**config.mk**
```make
export PLATFORM = sky130hd
export DESIGN_NAME = clock_time_counter_flat
export DESIGN_NICKNAME = d
export VERILOG_FILES = /design/src/rtl/clock_pkg.sv /design/src/rtl/clock_time_counter_if.sv /design/src/rtl/bcd_mod_counter.sv /design/src/rtl/clock_time_counter.sv /design/src/flat_wrapper.sv
export SDC_FILE = /design/constraint.sdc
export NUM_CORES = 1
export LEC_CHECK = 0
export BUFFER_PORTS_ARGS = -buffer_cell sky130_fd_sc_hd__buf_2
export CORE_MARGIN = 4
export CORE_UTILIZATION = 35
export CTS_CLUSTER_DIAMETER = 100
export CTS_CLUSTER_SIZE = 12
export DETAILED_ROUTE_END_ITERATION = 6
export SLEW_MARGIN = 20
export SYNTH_ARGS = -nofsm -noshare
export SYNTH_HDL_FRONTEND = slang
export SYNTH_SLANG_ARGS = --single-unit
```
**constraint.sdc**
```tcl
create_clock -name i_Clk -period 2.2 [get_ports i_Clk]
set_input_delay 0.44 -clock i_Clk [delete_from_list [all_inputs] [get_ports i_Clk]]
set_output_delay 0.44 -clock i_Clk [all_outputs]
set_load 0.05 [all_outputs]
```
**src/rtl/clock_pkg.sv**
```systemverilog
// rtl/clock_pkg.sv - shared BCD types, limits and digit helpers for the time-of-day core
package clock_pkg;

  typedef logic [7:0] bcd2_t;

  localparam bcd2_t SEC_MAX  = 8'h59;
  localparam bcd2_t MIN_MAX  = 8'h59;
  localparam bcd2_t HOUR_MAX = 8'h23;

  // Two-digit BCD increment that wraps to 00 after max.
  function automatic bcd2_t bcd_inc(input bcd2_t v, input bcd2_t max);
    bcd2_t r;
    if (v == max) begin
      r = 8'h00;
    end else if (v[3:0] == 4'd9) begin
      r = {v[7:4] + 4'd1, 4'd0};
    end else begin
      r = {v[7:4], v[3:0] + 4'd1};
    end
    return r;
  endfunction

  // Maps internal 00..23 hour to the 12,01..11 display form.
  function automatic bcd2_t hour_to_12h(input bcd2_t h);
    logic [4:0] bin;
    logic [4:0] b12;
    bcd2_t      r;
    bin = 5'(h[7:4]) * 5'd10 + 5'(h[3:0]);
    if (bin == 5'd0) begin
      b12 = 5'd12;
    end else if (bin > 5'd12) begin
      b12 = bin - 5'd12;
    end else begin
      b12 = bin;
    end
    if (b12 >= 5'd10) begin
      r = {4'd1, 4'(b12 - 5'd10)};
    end else begin
      r = {4'd0, b12[3:0]};
    end
    return r;
  endfunction

endpackage

```
**src/rtl/clock_time_counter_if.sv**
```systemverilog
// rtl/clock_time_counter_if.sv - control pulses in and BCD time out of the time-of-day core
interface clock_time_counter_if;
  import clock_pkg::*;

  logic  i_Run;
  logic  i_Set_Min;
  logic  i_Set_Hour;
  bcd2_t o_Hour_Bcd;
  bcd2_t o_Min_Bcd;
  bcd2_t o_Sec_Bcd;
  logic  o_Sec_Tick;
  logic  o_Pm;

  modport master (
    output i_Run, i_Set_Min, i_Set_Hour,
    input  o_Hour_Bcd, o_Min_Bcd, o_Sec_Bcd, o_Sec_Tick, o_Pm
  );

  modport slave (
    input  i_Run, i_Set_Min, i_Set_Hour,
    output o_Hour_Bcd, o_Min_Bcd, o_Sec_Bcd, o_Sec_Tick, o_Pm
  );

endinterface

```
**src/rtl/bcd_mod_counter.sv**
```systemverilog
// rtl/bcd_mod_counter.sv - two-digit BCD counter 00..MAX with clear priority and at-max flag
module bcd_mod_counter
  import clock_pkg::*;
#(
  parameter bcd2_t MAX = 8'h59
) (
  input  logic  i_Clk,
  input  logic  i_Rst_n,
  input  logic  i_Inc,
  input  logic  i_Clr,
  output bcd2_t o_Value,
  output logic  o_Wrap
);

  bcd2_t r_value;

  always_ff @(posedge i_Clk or negedge i_Rst_n) begin
    if (!i_Rst_n) begin
      r_value <= 8'h00;
    end else if (i_Clr) begin
      r_value <= 8'h00;
    end else if (i_Inc) begin
      r_value <= bcd_inc(r_value, MAX);
    end
  end

  // High while the next increment rolls over; callers gate it into a carry.
  assign o_Wrap  = (r_value == MAX);
  assign o_Value = r_value;

endmodule

```
**src/rtl/clock_time_counter.sv**
```systemverilog
// rtl/clock_time_counter.sv - 1 Hz prescaler plus BCD hh:mm:ss with set keys; CLOCK_12H_EN selects 12-hour display
module clock_time_counter
  import clock_pkg::*;
#(
  parameter int CLK_FREQ_HZ = 27_000_000
) (
  input  logic                 i_Clk,
  input  logic                 i_Rst_n,
  clock_time_counter_if.slave  bus
);

  localparam int             PW = (CLK_FREQ_HZ > 2) ? $clog2(CLK_FREQ_HZ) : 1;
  localparam logic [PW-1:0]  TC = PW'(CLK_FREQ_HZ - 1);

  logic [PW-1:0] r_presc;
  logic          r_tick;

  logic  w_tc;
  logic  w_tick_ev;
  logic  w_min_inc;
  logic  w_hour_inc;
  logic  w_sec_wrap;
  logic  w_min_wrap;
  logic  w_hour_wrap;
  bcd2_t w_sec;
  bcd2_t w_min;
  bcd2_t w_hour;

  assign w_tc      = bus.i_Run && (r_presc == TC);
  // A minute set restarts the second, so a coincident tick is dropped.
  assign w_tick_ev = w_tc && !bus.i_Set_Min;
  assign w_min_inc = bus.i_Set_Min || (w_tick_ev && w_sec_wrap);
  // OR rather than add: a set key and a carry in the same cycle advance once.
  assign w_hour_inc = bus.i_Set_Hour || (w_tick_ev && w_sec_wrap && w_min_wrap);

  always_ff @(posedge i_Clk or negedge i_Rst_n) begin
    if (!i_Rst_n) begin
      r_presc <= '0;
      r_tick  <= 1'b0;
    end else begin
      r_tick <= w_tick_ev;
      if (bus.i_Set_Min) begin
        r_presc <= '0;
      end else if (bus.i_Run) begin
        r_presc <= w_tc ? '0 : r_presc + PW'(1);
      end
    end
  end

  bcd_mod_counter #(.MAX(SEC_MAX)) u_sec (
    .i_Clk   (i_Clk),
    .i_Rst_n (i_Rst_n),
    .i_Inc   (w_tick_ev),
    .i_Clr   (bus.i_Set_Min),
    .o_Value (w_sec),
    .o_Wrap  (w_sec_wrap)
  );

  bcd_mod_counter #(.MAX(MIN_MAX)) u_min (
    .i_Clk   (i_Clk),
    .i_Rst_n (i_Rst_n),
    .i_Inc   (w_min_inc),
    .i_Clr   (1'b0),
    .o_Value (w_min),
    .o_Wrap  (w_min_wrap)
  );

  bcd_mod_counter #(.MAX(HOUR_MAX)) u_hour (
    .i_Clk   (i_Clk),
    .i_Rst_n (i_Rst_n),
    .i_Inc   (w_hour_inc),
    .i_Clr   (1'b0),
    .o_Value (w_hour),
    .o_Wrap  (w_hour_wrap)
  );

  // The day rollover has no consumer downstream.
  logic w_unused_day_wrap;
  assign w_unused_day_wrap = w_hour_wrap;

  assign bus.o_Min_Bcd  = w_min;
  assign bus.o_Sec_Bcd  = w_sec;
  assign bus.o_Sec_Tick = r_tick;

`ifdef CLOCK_12H_EN
  bcd2_t r_hour_12;
  logic  r_pm;
  bcd2_t w_hour_next;

  assign w_hour_next = bcd_inc(w_hour, HOUR_MAX);

  // Display registers load from the next hour so they change on the same edge.
  always_ff @(posedge i_Clk or negedge i_Rst_n) begin
    if (!i_Rst_n) begin
      r_hour_12 <= 8'h12;
      r_pm      <= 1'b0;
    end else if (w_hour_inc) begin
      r_hour_12 <= hour_to_12h(w_hour_next);
      r_pm      <= (w_hour_next >= 8'h12);
    end
  end

  assign bus.o_Hour_Bcd = r_hour_12;
  assign bus.o_Pm       = r_pm;
`else
  assign bus.o_Hour_Bcd = w_hour;
  assign bus.o_Pm       = 1'b0;
`endif

endmodule

```
**src/flat_wrapper.sv**
```systemverilog
// flat-port wrapper written by rule: the top's interface ports become plain ports
module clock_time_counter_flat import clock_pkg::*;
#(
  parameter int CLK_FREQ_HZ = 27_000_000
)
  (i_Clk, i_Rst_n, bus_i_Run, bus_i_Set_Min, bus_i_Set_Hour, bus_o_Hour_Bcd, bus_o_Min_Bcd, bus_o_Sec_Bcd, bus_o_Sec_Tick, bus_o_Pm);
  clock_time_counter_if bus_i ();
  input  logic i_Clk;
  input  logic i_Rst_n;
  input wire logic [$bits(bus_i.i_Run)-1:0] bus_i_Run;
  input wire logic [$bits(bus_i.i_Set_Min)-1:0] bus_i_Set_Min;
  input wire logic [$bits(bus_i.i_Set_Hour)-1:0] bus_i_Set_Hour;
  output wire logic [$bits(bus_i.o_Hour_Bcd)-1:0] bus_o_Hour_Bcd;
  output wire logic [$bits(bus_i.o_Min_Bcd)-1:0] bus_o_Min_Bcd;
  output wire logic [$bits(bus_i.o_Sec_Bcd)-1:0] bus_o_Sec_Bcd;
  output wire logic [$bits(bus_i.o_Sec_Tick)-1:0] bus_o_Sec_Tick;
  output wire logic [$bits(bus_i.o_Pm)-1:0] bus_o_Pm;
  assign bus_i.i_Run = bus_i_Run;
  assign bus_i.i_Set_Min = bus_i_Set_Min;
  assign bus_i.i_Set_Hour = bus_i_Set_Hour;
  assign bus_o_Hour_Bcd = bus_i.o_Hour_Bcd;
  assign bus_o_Min_Bcd = bus_i.o_Min_Bcd;
  assign bus_o_Sec_Bcd = bus_i.o_Sec_Bcd;
  assign bus_o_Sec_Tick = bus_i.o_Sec_Tick;
  assign bus_o_Pm = bus_i.o_Pm;
  clock_time_counter #(.CLK_FREQ_HZ(CLK_FREQ_HZ)) u_core (.i_Clk(i_Clk), .i_Rst_n(i_Rst_n), .bus(bus_i));
endmodule
```
# --- Word level (Yosys, flattened, before mapping) ---
# Cells that the tools add are included.
totals:
  ff_bits: 50
  in_bits: 5
  output_inout_bits: 26
  elab_cells: 48
op_classes:
  n_addsub: 7
  eq_ne: 7
  muxes: 11
  reduce_logical: 15
op_table:
  columns: ["operator", "n"]
  rows:
  - ["$mux 25", 3]
  - ["$mux 8", 8]
  - ["$add 25x1->25 const B", 1]
  - ["$eq 25x25->1 const B", 1]
  - ["$add 4x1->4 const B", 6]
  - ["$eq 8x7->1 const B", 2]
  - ["$eq 4x4->1 const B", 3]
  - ["$eq 8x6->1 const B", 1]
  - ["$reduce_bool 2->1", 4]
  - ["$reduce_and 2->1", 3]
  - ["$logic_and 1x1->1", 4]
  - ["$reduce_bool 3->1", 1]
  - ["$logic_or 1x1->1", 2]
  - ["$logic_not 1->1", 1]

# --- Logic depth before layout (Yosys ltp) ---
depth:
  ltp_word: 7
  depth_mapped: 8
  ltp_nobuf: 8

# --- Cells and area by module ---
# Synthesis repeated with hierarchy kept, for this count alone.
unflattened:
  cells_unflattened: 316
  hier_area_um2: 3012.9
by_module_without_submodules:
  columns: ["module", "n_inst", "cells_per_inst", "area_each_um2", "seq_area_each_um2"]
  rows:
  - ["clock_time_counter", 1, 158, 1476.4, 650.6]
  - ["bcd_mod_counter at u_core.u_min ...", 2, 49, 494.2, 200.2]
  - ["bcd_mod_counter at u_core.u_hour", 1, 60, 548.0, 200.2]

# --- Least setup slack after synthesis ---
# No wires, ideal clock.
synth_path:
  path_type: "reg-to-reg"
  start: "reg u_core.u_sec.r_value[0] (netlist: u_core.u_sec.o_Value[0])"
  end: "reg u_core.u_min.r_value[7] (netlist: u_core.u_min.o_Value[7])"
  setup_time_ns: 0.128
  arrival_ns: 1.978
  required_time_ns: 2.072
  setup_slack_ns: 0.095
  path_stages_with_launch: 8
  n_path_buf: 1
  synth_period_minus_slack_ns: 2.105
  path_cell_list: "dfrtp_1 ha_1 nand2_1 nor4_4 a21oi_2 buf_6 nor3_2 mux2_1"
synth_between:
  elab_chain_cells: 4
synth_lines:
  columns: ["item", "line", "rtl"]
  rows:
  - ["start: declaration", "bcd_mod_counter.sv:15", "bcd2_t r_value;"]
  - ["start signal: assignment", "bcd_mod_counter.sv:23", "r_value <= bcd_inc(r_value, MAX);"]
  - ["$eq 8x7->1", "bcd_mod_counter.sv:28", "assign o_Wrap = (r_value == MAX);"]
  - ["$logic_and 1x1->1", "clock_time_counter.sv:32", "assign w_min_inc = bus.i_Set_Min || (w_tick_ev && w_sec_wrap);"]
  - ["$logic_or 1x1->1", "clock_time_counter.sv:32", null]
  - ["$reduce_and 2->1 (no source line)", null, null]
  - ["end signal: assignment", "bcd_mod_counter.sv:23", null]
  - ["end: declaration", "bcd_mod_counter.sv:15", null]
# No other way between the ends.
# A chain may end at the register's enable or synchronous reset.

# --- Worst setup path after layout ---
layout_path:
  start: "reg u_core.r_presc[8]"
  end: "reg u_core.u_min.r_value[6] (netlist: u_core.u_min.o_Value[6])"
layout_between:
  elab_chain_cells: 6
layout_lines:
  columns: ["item", "line", "rtl"]
  rows:
  - ["start: declaration", "clock_time_counter.sv:15", "logic [PW-1:0] r_presc;"]
  - ["start signal: assignment", "clock_time_counter.sv:45", "r_presc <= w_tc ? '0 : r_presc + PW'(1);"]
  - ["$eq 25x25->1", "clock_time_counter.sv:29", "assign w_tc = bus.i_Run && (r_presc == TC);"]
  - ["$logic_and 1x1->1", "clock_time_counter.sv:29", null]
  - ["$logic_and 1x1->1", "clock_time_counter.sv:31", "assign w_tick_ev = w_tc && !bus.i_Set_Min;"]
  - ["$logic_and 1x1->1", "clock_time_counter.sv:32", null]
  - ["$logic_or 1x1->1", "clock_time_counter.sv:32", null]
  - ["$reduce_and 2->1 (no source line)", null, null]
# No other way between the ends.

==> results.cfg <==
[layout]
ff_latch_area_mm2 = 0.00125
drive_gt1_share_pct = 19.8
areaGrowthSynthToFinish_pct = 16.8
final_common_cell = dfrtp_1
antennaDiodeCount = 0
fin_area_mm2 = 0.00319
final.fill_count = 728
layout_common_cells = dfrtp_1 (50), nor2_1 (39), nand2_1 (34)
nNetsFinal = 349
multiInputGateArea_mm2 = 0.00141

[floorplan]
start_util_pct = 36.9
core_mm2 = 0.00741
die_y_um = 96.3
die_w_um = 96.3
die_area_mm2 = 0.00928
rows = 31
io_pins = 31

[yosys]
synthFlopType = dfrtp_1
synth-edff-count = 0
syn-cell-area_mm2 = 0.00273
synthCells = 291
synthArstFlopShare_pct = 100
ys_ff_latch = 50
syn-num-nets = 307
ys_warn_count = 0
ys_types = 53
syn_avg_cell_area_um2 = 9.39
synth_seq_area_share_pct = 45.8

[pwr]
power_switching_mw = 1.23
ir_drop_v = 0.000383
p_int_mw = 1.61
power_mw = 2.85
leakagePower_nw = 1.42
seqPwrFrac_pct = 43.2
p_per_area_mw_per_mm2 = 892
comb_power_share_pct = 36.6
netSwitchingFraction_pct = 43.3
clockPowerShare_pct = 20.2

[timing]
grt_setup_unrepaired = false
setup_viol = 0
layout_min_cycle_time_ns = 2.04
holdWs_ns = 0.0883
finalHoldViolations = 0
finClkSkew_ns = 0.0123
min_period_over_period_pct = 92.9
final.setup.tns_ns = 0
fmaxAchievable_mhz = 489
drv_slew = 0

[clock_network]
cts-root-buf = clkbuf_8
htreeDepth = 2
cts.clk_slew.worst_paths_ns = 0.10
postCtsHoldBufs = 0
insertion_delay_ns = 0.31
cts_tree = built
cts_buffer_depth = 2
cts_buffers = 5
cts.sinks = 50

[placed_design]
placed_cell_area_mm2 = 0.00308
portBuffers = 29
gp_congestion = 0.838
dp_hpwl_mm = 4.24

[worst_setup_path]
end_kind = flip-flop
crit_start = u_core.r_presc[8]
reg2reg_to = u_core.u_min.o_Value[6]
arrival_ns = 2.24
r2r_slack_ns = 0.16
path_class = flip-flop to flip-flop
setup.worst_path.end = u_core.u_min.o_Value[6]
start_kind = flip-flop
critPathMaxFanout = 6
rr_startpoint = u_core.r_presc[8]
required_ns = 2.39
timing.reg2reg.worst_path_depth = 7

[route]
drtAntennaViolNets = 0
top_layer = met4
wl_met3_um = 175
met2_length_mm = 2.68
drt-initial-drc-count = 94
vias_per_cell = 5.00
wl_met1_mm = 2.74
dr.pass1.iters = 4
wl_per_cell_um = 13.1
routed_wl_mm = 5.66
route.detailed.drc = 0
vias = 2163

[hold_path]
hold_class = input pin to asynchronous set/reset pin

[grt]
overflow = 0
track_usage_pct = 13.5
grt_pass1_vias = 2096
grt_pass1_wl_mm = 9.73
grt_max_degree = 31
antenna_found_initial = 0

[flow_run]
maxCapViolCount = 0

[outcome]
status = finished clean
power groups by stage:
stage	Clock, mW	Sequential [mW]	Combinational (mW)
6_report	0.574	1.23	1.04
2_1_floorplan	0	1.68	0.344
3_3_place_gp	0	1.24	1.05
4_1_cts	0.604	1.23	1.06
3_5_place_dp	0	1.25	1.05
5_1_grt	0.645	1.26	1.13
cell families (layout without fill, tap and decap cells):
kind of cell / after synthesis / after routing / synth area share [%]
AOI/OAI and AO/OA: 47 / 47 / 10.7
xor gates and xnor gates: 22 / 22 / 7.05
adders and majority gates: 11 / 11 / 5.04
buffers and inverters: 17 / 60 / 2.89
DFF: 50 / 50 / 45.8
muxes: 3 / 3 / 1.19
other: 1 / 1 / 0.137
and+or+nand+nor: 140 / 140 / 27.2
how the worst min path moves through the flow:
stage | start | to | cells after the start
after floorplan | i_Rst_n | u_core.bus.o_Sec_Tick | 0
after global placement | i_Rst_n | u_core.r_presc[2] | 1
after detailed placement | i_Rst_n | u_core.r_presc[2] | 1
after CTS | i_Rst_n | u_core.r_presc[6] | 1
after global routing | i_Rst_n | u_core.r_presc[6] | 1
final | i_Rst_n | u_core.u_min.o_Value[2] | 1
flip-flops by register name (all words and copies together), names as in the netlist:
| register | flops |
|---|---|
| u_core.bus.o_Sec_Tick | 1 |
| u_core.r_presc | 25 |
| u_core.u_hour.o_Value | 8 |
| u_core.u_min.o_Value | 8 |
| u_core.u_sec.o_Value | 8 |
per-layer routing:
metal	vias to the layer above	track usage, %
li1	1099	-
met1	1029	18.6
met2	31	20.8
met3	4	2.50
met4	0	5.26
met5	-	0
synth_stat cells, types with 2 or more instances:
master / number / area share [%]
a21oi_1: 15 / 2.7
ha_1: 11 / 5.0
nor2_1: 39 / 5.4
xnor2_1: 7 / 2.2
a21o_1: 2 / 0.55
and3b_1: 2 / 0.64
nand3_1: 12 / 2.2
o41ai_1: 5 / 1.6
o21ai_0: 14 / 2.6
nand4_1: 8 / 1.8
nand2_1: 34 / 4.7
xor2_1: 15 / 4.8
or2_2: 4 / 0.92
nor3_1: 9 / 1.6
and3_1: 4 / 0.92
nand3b_1: 3 / 0.82
nor4_1: 3 / 0.69
inv_1: 9 / 1.2
o31ai_1: 2 / 0.55
nor2b_1: 2 / 0.46
clkbuf_1: 4 / 0.55
or3_1: 7 / 1.6
dfrtp_1: 50 / 46
what timing repair did:
item                       CTS  global route
setup endpoints to repair    0             5
gates resized for setup      0             1
setup buffers                0             1
layout make-up:
cell class | count | area share (%)
Multi-Input combinational cell | 224 | 44.1
Clock buffer | 6 | 2.59
Inverter | 9 | 1.06
Sequential cell | 50 | 39.2
Clock inverter | 2 | 0.510
Tap cell | 99 | 3.88
Timing Repair Buffer | 43 | 8.63
critical path, cell delays in order (launching register included):
cell	delay [ns]
dfrtp_1	0.44
and4bb_2	0.33
nand4_4	0.13
nor4_4	0.36
a21oi_2	0.17
buf_4	0.18
o31ai_1	0.22
o41ai_1	0.10
per-stage QoR:
stage,std cells,worst slack (ns),utilization (%)
detailed placement,424,0.0845,41.5
finish,433,0.156,43.1
CTS,432,0.0756,42.9
floorplan,291,0.0945,-
global placement,424,0.126,41.5
global route,433,0.0120,43.1
Note: power is estimated with default switching activity, not from simulation.
